`src/rtl/btn_debounce_pulse.sv`:
```
// rtl/btn_debounce_pulse.sv - dual-channel button debouncer with registered level and press/release pulses
// Optional macro HOLD_REPEAT_EN adds auto-repeat press pulses while a button is held.
module btn_debounce_pulse #(
  parameter int unsigned DEBOUNCE_CYCLES = 240000,
  parameter int unsigned REPEAT_DELAY    = 6000000,
  parameter int unsigned REPEAT_PERIOD   = 1200000
) (
  input  logic       clk,
  input  logic       reset,
  input  logic [1:0] btn_n,
  output logic [1:0] level,
  output logic [1:0] press_pulse,
  output logic [1:0] release_pulse
);

  localparam int CW = $clog2(DEBOUNCE_CYCLES);
  localparam logic [CW-1:0] D_LAST = CW'(DEBOUNCE_CYCLES - 1);

`ifdef HOLD_REPEAT_EN
  localparam int unsigned R_MAX = (REPEAT_DELAY > REPEAT_PERIOD) ? REPEAT_DELAY : REPEAT_PERIOD;
  localparam int RW = (R_MAX > 1) ? $clog2(R_MAX) : 1;
  localparam logic [RW-1:0] R_DLY = RW'(REPEAT_DELAY - 1);
  localparam logic [RW-1:0] R_PER = RW'(REPEAT_PERIOD - 1);
`endif

  typedef enum logic [1:0] {
    IDLE,
    PRESS_WAIT,
    PRESSED,
    RELEASE_WAIT
  } state_t;

  logic [1:0] sync_meta;
  logic [1:0] sync;

  always_ff @(posedge clk) begin
    if (reset) begin
      sync_meta <= 2'b11;
      sync      <= 2'b11;
    end else begin
      sync_meta <= btn_n;
      sync      <= sync_meta;
    end
  end

  for (genvar i = 0; i < 2; i++) begin : g_ch
    state_t        state, state_nx;
    logic [CW-1:0] cnt, cnt_nx;
    logic          level_q, level_nx;
    logic          press_q, press_nx;
    logic          release_q, release_nx;
`ifdef HOLD_REPEAT_EN
    logic [RW-1:0] rcnt, rcnt_nx;
    logic          rphase, rphase_nx;
`endif

    always_ff @(posedge clk) begin
      if (reset) begin
        state     <= IDLE;
        cnt       <= '0;
        level_q   <= 1'b0;
        press_q   <= 1'b0;
        release_q <= 1'b0;
`ifdef HOLD_REPEAT_EN
        rcnt      <= '0;
        rphase    <= 1'b0;
`endif
      end else begin
        state     <= state_nx;
        cnt       <= cnt_nx;
        level_q   <= level_nx;
        press_q   <= press_nx;
        release_q <= release_nx;
`ifdef HOLD_REPEAT_EN
        rcnt      <= rcnt_nx;
        rphase    <= rphase_nx;
`endif
      end
    end

    always_comb begin
      state_nx   = state;
      cnt_nx     = cnt;
      level_nx   = level_q;
      press_nx   = 1'b0;
      release_nx = 1'b0;
`ifdef HOLD_REPEAT_EN
      rcnt_nx    = rcnt;
      rphase_nx  = rphase;
`endif
      case (state)
        IDLE: begin
          if (!sync[i]) begin
            state_nx = PRESS_WAIT;
            cnt_nx   = '0;
          end
        end
        PRESS_WAIT: begin
          if (sync[i]) begin
            state_nx = IDLE;
          end else if (cnt == D_LAST) begin
            state_nx = PRESSED;
            level_nx = 1'b1;
            press_nx = 1'b1;
`ifdef HOLD_REPEAT_EN
            rcnt_nx   = '0;
            rphase_nx = 1'b0;
`endif
          end else begin
            cnt_nx = cnt + 1'b1;
          end
        end
        PRESSED: begin
          if (sync[i]) begin
            state_nx = RELEASE_WAIT;
            cnt_nx   = '0;
          end
`ifdef HOLD_REPEAT_EN
          // rphase selects the initial delay versus the steady repeat period
          else if ((!rphase && rcnt == R_DLY) || (rphase && rcnt == R_PER)) begin
            press_nx  = 1'b1;
            rcnt_nx   = '0;
            rphase_nx = 1'b1;
          end else begin
            rcnt_nx = rcnt + 1'b1;
          end
`endif
        end
        RELEASE_WAIT: begin
          if (!sync[i]) begin
            state_nx = PRESSED;
          end else if (cnt == D_LAST) begin
            state_nx   = IDLE;
            level_nx   = 1'b0;
            release_nx = 1'b1;
          end else begin
            cnt_nx = cnt + 1'b1;
          end
        end
        default: state_nx = IDLE;
      endcase
    end

    assign level[i]         = level_q;
    assign press_pulse[i]   = press_q;
    assign release_pulse[i] = release_q;
  end

endmodule

```
`config.mk`:
```
export PLATFORM = sky130hd
export DESIGN_NAME = btn_debounce_pulse
export DESIGN_NICKNAME = d
export VERILOG_FILES = /design/src/rtl/btn_debounce_pulse.sv
export SDC_FILE = /design/constraint.sdc
export NUM_CORES = 1
export LEC_CHECK = 0
export CORE_ASPECT_RATIO = 1.2
export CORE_MARGIN = 2
export CORE_UTILIZATION = 45
export CTS_CLUSTER_DIAMETER = 50
export DETAILED_ROUTE_END_ITERATION = 7
export PLACE_DENSITY = 0.62
export SLEW_MARGIN = 20
export SYNTH_ARGS = -nofsm -noshare
export SYNTH_HDL_FRONTEND = slang
export SYNTH_SLANG_ARGS = --single-unit
```
`constraint.sdc`:
```
create_clock -name clk -period 5.6 [get_ports clk]
set_clock_uncertainty 0.2 [all_clocks]
set_input_delay 1.68 -clock clk [delete_from_list [all_inputs] [get_ports clk]]
set_output_delay 1.68 -clock clk [all_outputs]
set_load 0.005 [all_outputs]
```
* After elaboration in Yosys (flattened, before gate mapping)
Cells that the tools add are included.
** Storage, ports and cells
- Bits in writable memories :: 0
- Bits in latches :: 0
- Logic and storage cells :: 96
- ROM bits :: 0
- Memories kept :: 0
- Output and inout bits :: 6
- Input port bits :: 4
- Register bits after elaboration :: 50
** Operators by class
- Equality and inequality tests :: 24
- Multiply operators :: 0
- Magnitude comparators :: 0
- Div/mod/pow operators :: 0
- Shifts and indexed selects :: 0
- Add/sub/neg operators :: 2
- Bitwise logic cells :: 6
- Muxes and demuxes :: 38
- Reduce and logical (&&, ||, !) cells :: 14
** Operator list (number)
- 2-to-1 mux 18 bit :: 10
- one-hot mux 18 bit (4 select lines) :: 2
- adder 18 x 1 -> 18 bit, second input constant :: 2
- == test 18 bit, second input constant :: 2
- 2-to-1 mux 2 bit :: 12
- != test 2 bit, second input constant :: 12
- one-hot mux 2 bit (4 select lines) :: 2
- AND reduction 4 bit :: 4
- != test 3 bit, second input constant :: 4
- OR reduction 3 bit :: 4
- 2-to-1 mux 1 bit :: 10
- AND reduction 5 bit :: 2
- == test 2 bit, second input constant :: 4
- inverter 1 bit :: 6
- == test 2 x 1 -> 1 bit, second input constant :: 2
- zero test 2 bit :: 2
- one-hot mux 1 bit (2 select lines) :: 2
- nonzero test 2 bit :: 2

* Logic depth before layout (Yosys ltp)
- Depth in word-level cells :: 4
- Depth in mapped cells :: 7
- Gate-level depth less buffers :: 6

* Least setup slack after synthesis
No wires, ideal clock.
- Kind :: in2reg
- Start point :: in reset
- End point :: reg g_ch[0].cnt[13]
- Arrival :: 2457 ps
- Data required time :: 5269 ps
- Path slack :: 2813 ps
- Library setup time :: 131 ps
- Cell stages on the path :: 6
- Buffers on the path :: 2
- Cell sequence :: clkbuf_1 > a21o_1 > clkbuf_1 > nor2_1 > nand2_1 > o21ai_0
** RTL lines
- from (decl) :: RTL line 9 : input logic reset,
- to (signal assigned) :: RTL line 70 : cnt <= cnt_nx;
- to (decl) :: RTL line 48 : logic [CW-1:0] cnt, cnt_nx;

==> run summary <==
Layout Cells excl Fill = 347
First-pass GRT wire length = 8.35 mm
Final core utilization = 0.495
Area delta synth->final = 7.43%
Layout cells sized above 1 = 0.0772
Clock root buffer = clkbuf_8
CTS Sinks = 50
Worst-skew pair later-pin latency = 0.30 ns
Fill count = 498
H-tree levels = 2
Via count = 1981
Synth warn = 0
Post-synth EDFFs = 0
Final Cell Area = 0.00261 mm2
Clk buf depth = 2
Count of pins over their slew limit = 0
Post-Syn Area = 0.00242 mm2
Core area = 0.00526 mm2
WS Path Type = in2reg
Routability cong. = 0.835
DRC Markers = 0
Synth unique cells = 56
Grt ovf = 0
Post-synth top flop = dfxtp_1
Data arrival, critical path = 3.50 ns
Post-Route WL = 4.77 mm
CTS tree = built
Post-CTS resize count = 0
Worst EP required = 5.65 ns
Num CTS Buffers = 5
Die width = 71.0 um
Leakage = 0.866 nW
Setup crit end kind = flip-flop
Antenna Nets Post-Route = 0
Worst-Margin Slew = 0.871 ns
Seq/Total Area, Yosys = 0.413
Dpl cell area = 0.00251 mm2
Fin crit share = 0.616
# rows = 29
Die Area = 0.00599 mm2
Slew HR = 0.414
Yosys reg bits = 50
HPWL after detailed placement = 3.37 mm
Pwr Density = 232 mW/mm2
Startpoint types = input pin
Syn nets = 287
Iteration count of the initial detailed-routing pass = 4
RSZ-0062 raised after global routing = no
Vias in the first global route = 1874
Number of diodes = 0
Commonest cells after routing, fill and taps aside = dfxtp_1 (50), nor2_1 (36), nand2_1 (33)
Post-CTS Setup Repair Bufs = 0
Setup TNS Final = 0 ns
Initial core utilization = 0.461
Max-cap violations = 0
Async SR Flop Fraction = 0
FMAX = 0.290 GHz
CTS clk-pin slew, worst paths = 0.10 ns
Die height = 84.4 um
Most common cell after layout, fill and taps aside = dfxtp_1
Post-synthesis cell count = 281
Run status = complete, no violations
Vias per inst = 5.71
Inst Count DP = 339
Wire per inst = 13.7 um
Mean Syn Cell Area = 8.63 um2
Io pins = 10
Max IR drop VDD = 0.000132 V
Hold buffers post-CTS = 0
Post-layout min period = 3.45 ns
Total track usage = 0.171
Setup-failing EPs final = 0
Initial antenna violation count = 0
Initial DRC count = 101
Hold Crit Class = reg2reg
Largest net degree at the start of global routing = 33
Final Hold Viols = 0
Top fanout value on the critical path = 32
I/O Buffers = 9
Nets = 290
## synth_stat cells, types with 2 or more instances
cell type / number / share of area
nand3b_1: 3 / 0.0093
nor3_1: 3 / 0.0062
buf_4: 6 / 0.019
nand3_1: 8 / 0.017
nor2b_1: 3 / 0.0077
xor2_1: 14 / 0.051
and3_1: 5 / 0.013
nand2_1: 33 / 0.051
nor2_1: 36 / 0.056
and4_1: 3 / 0.011
a21oi_2: 2 / 0.0072
a211oi_1: 3 / 0.0093
nor3b_1: 2 / 0.0062
nor4_1: 7 / 0.018
nand4_1: 13 / 0.034
dfxtp_1: 50 / 0.41
ha_1: 2 / 0.010
clkbuf_1: 5 / 0.0077
or4_1: 4 / 0.012
a41oi_1: 3 / 0.011
and4_2: 2 / 0.0083
o21ai_1: 2 / 0.0041
xnor2_1: 6 / 0.022
or2_2: 4 / 0.010
o21ai_0: 6 / 0.012
mux2i_1: 3 / 0.012
inv_1: 5 / 0.0077
a21oi_1: 10 / 0.021
nand2b_1: 3 / 0.0077
and2_1: 2 / 0.0052
o311ai_0: 2 / 0.0072
o211ai_1: 4 / 0.012
nor4bb_1: 4 / 0.017
## worst paths after layout
path                            depth (start not counted)             end         start  slack [ns]
worst max register to register                          5  g_ch[1].cnt[4]     flip-flop        3.15
worst min register to register                          1         sync[1]  sync_meta[1]        0.21
worst max-delay path                                    5  g_ch[1].cnt[4]         reset        2.15
worst min-delay path                                    1         sync[1]  sync_meta[1]        0.21
## per-layer routing
| metal | wire length [um] | up-vias | GRT usage |
|---|---|---|---|
| met4 | 82 | 0 | 0.0858 |
| met3 | 145 | 8 | 0.0444 |
| met2 | 2310 | 30 | 0.283 |
| met5 | 0 | - | 0 |
| li1 | - | 1020 | - |
| met1 | 2230 | 923 | 0.204 |
## layout make-up
class	instances	area (um2)	area share
multi-input combinational	212	1320	0.507
sequential	50	1000	0.384
timing repair buffer	10	97.6	0.0375
tap	62	77.6	0.0298
clock buffer	5	68.8	0.0264
clock inverter	3	21.3	0.00817
inverter	5	18.8	0.00720
## registers in the layout (all words and copies together) (netlist names), named ones only
name            flops
sync_meta           2
g_ch.cnt           36
g_ch.release_q      2
g_ch.state          2
sync                2
g_ch.level_q        2
g_ch.press_q        2
## worst max-delay path, cell delays in order
cell,delay (ns)
clkdlybuf4s50_1,0.40
buf_4,0.22
or2_0,0.52
or4_1,0.60
nand2_1,0.07
## through the flow
stage                     hold slack, ns  power (mW)  setup WS (ns)
after CTS                          0.216       0.613           2.13
after detailed placement           0.194       0.400           1.81
after global routing               0.222       0.633           2.04
after global placement             0.193       0.400           1.83
after floorplan                    0.189       0.392           2.81
final                              0.214       0.604           2.15
## where the power goes
part,internal [mW],switching [mW],total [mW]
clock,0.0881,0.124,0.213
sequential,0.359,0.00365,0.363
combinational,0.0116,0.0169,0.0286
total,0.459,0.145,0.604
## kinds of logic after synthesis
group | synth area share
AO/OA/AOI/OAI | 0.117
XOR/XNOR | 0.0722
adder cells (fa/ha/maj) | 0.0103
buffers and inverters | 0.0428
flip-flops | 0.413
multiplexers | 0.0124
AND/OR/NAND/NOR | 0.332
Power figures use the tool's default switching activity.
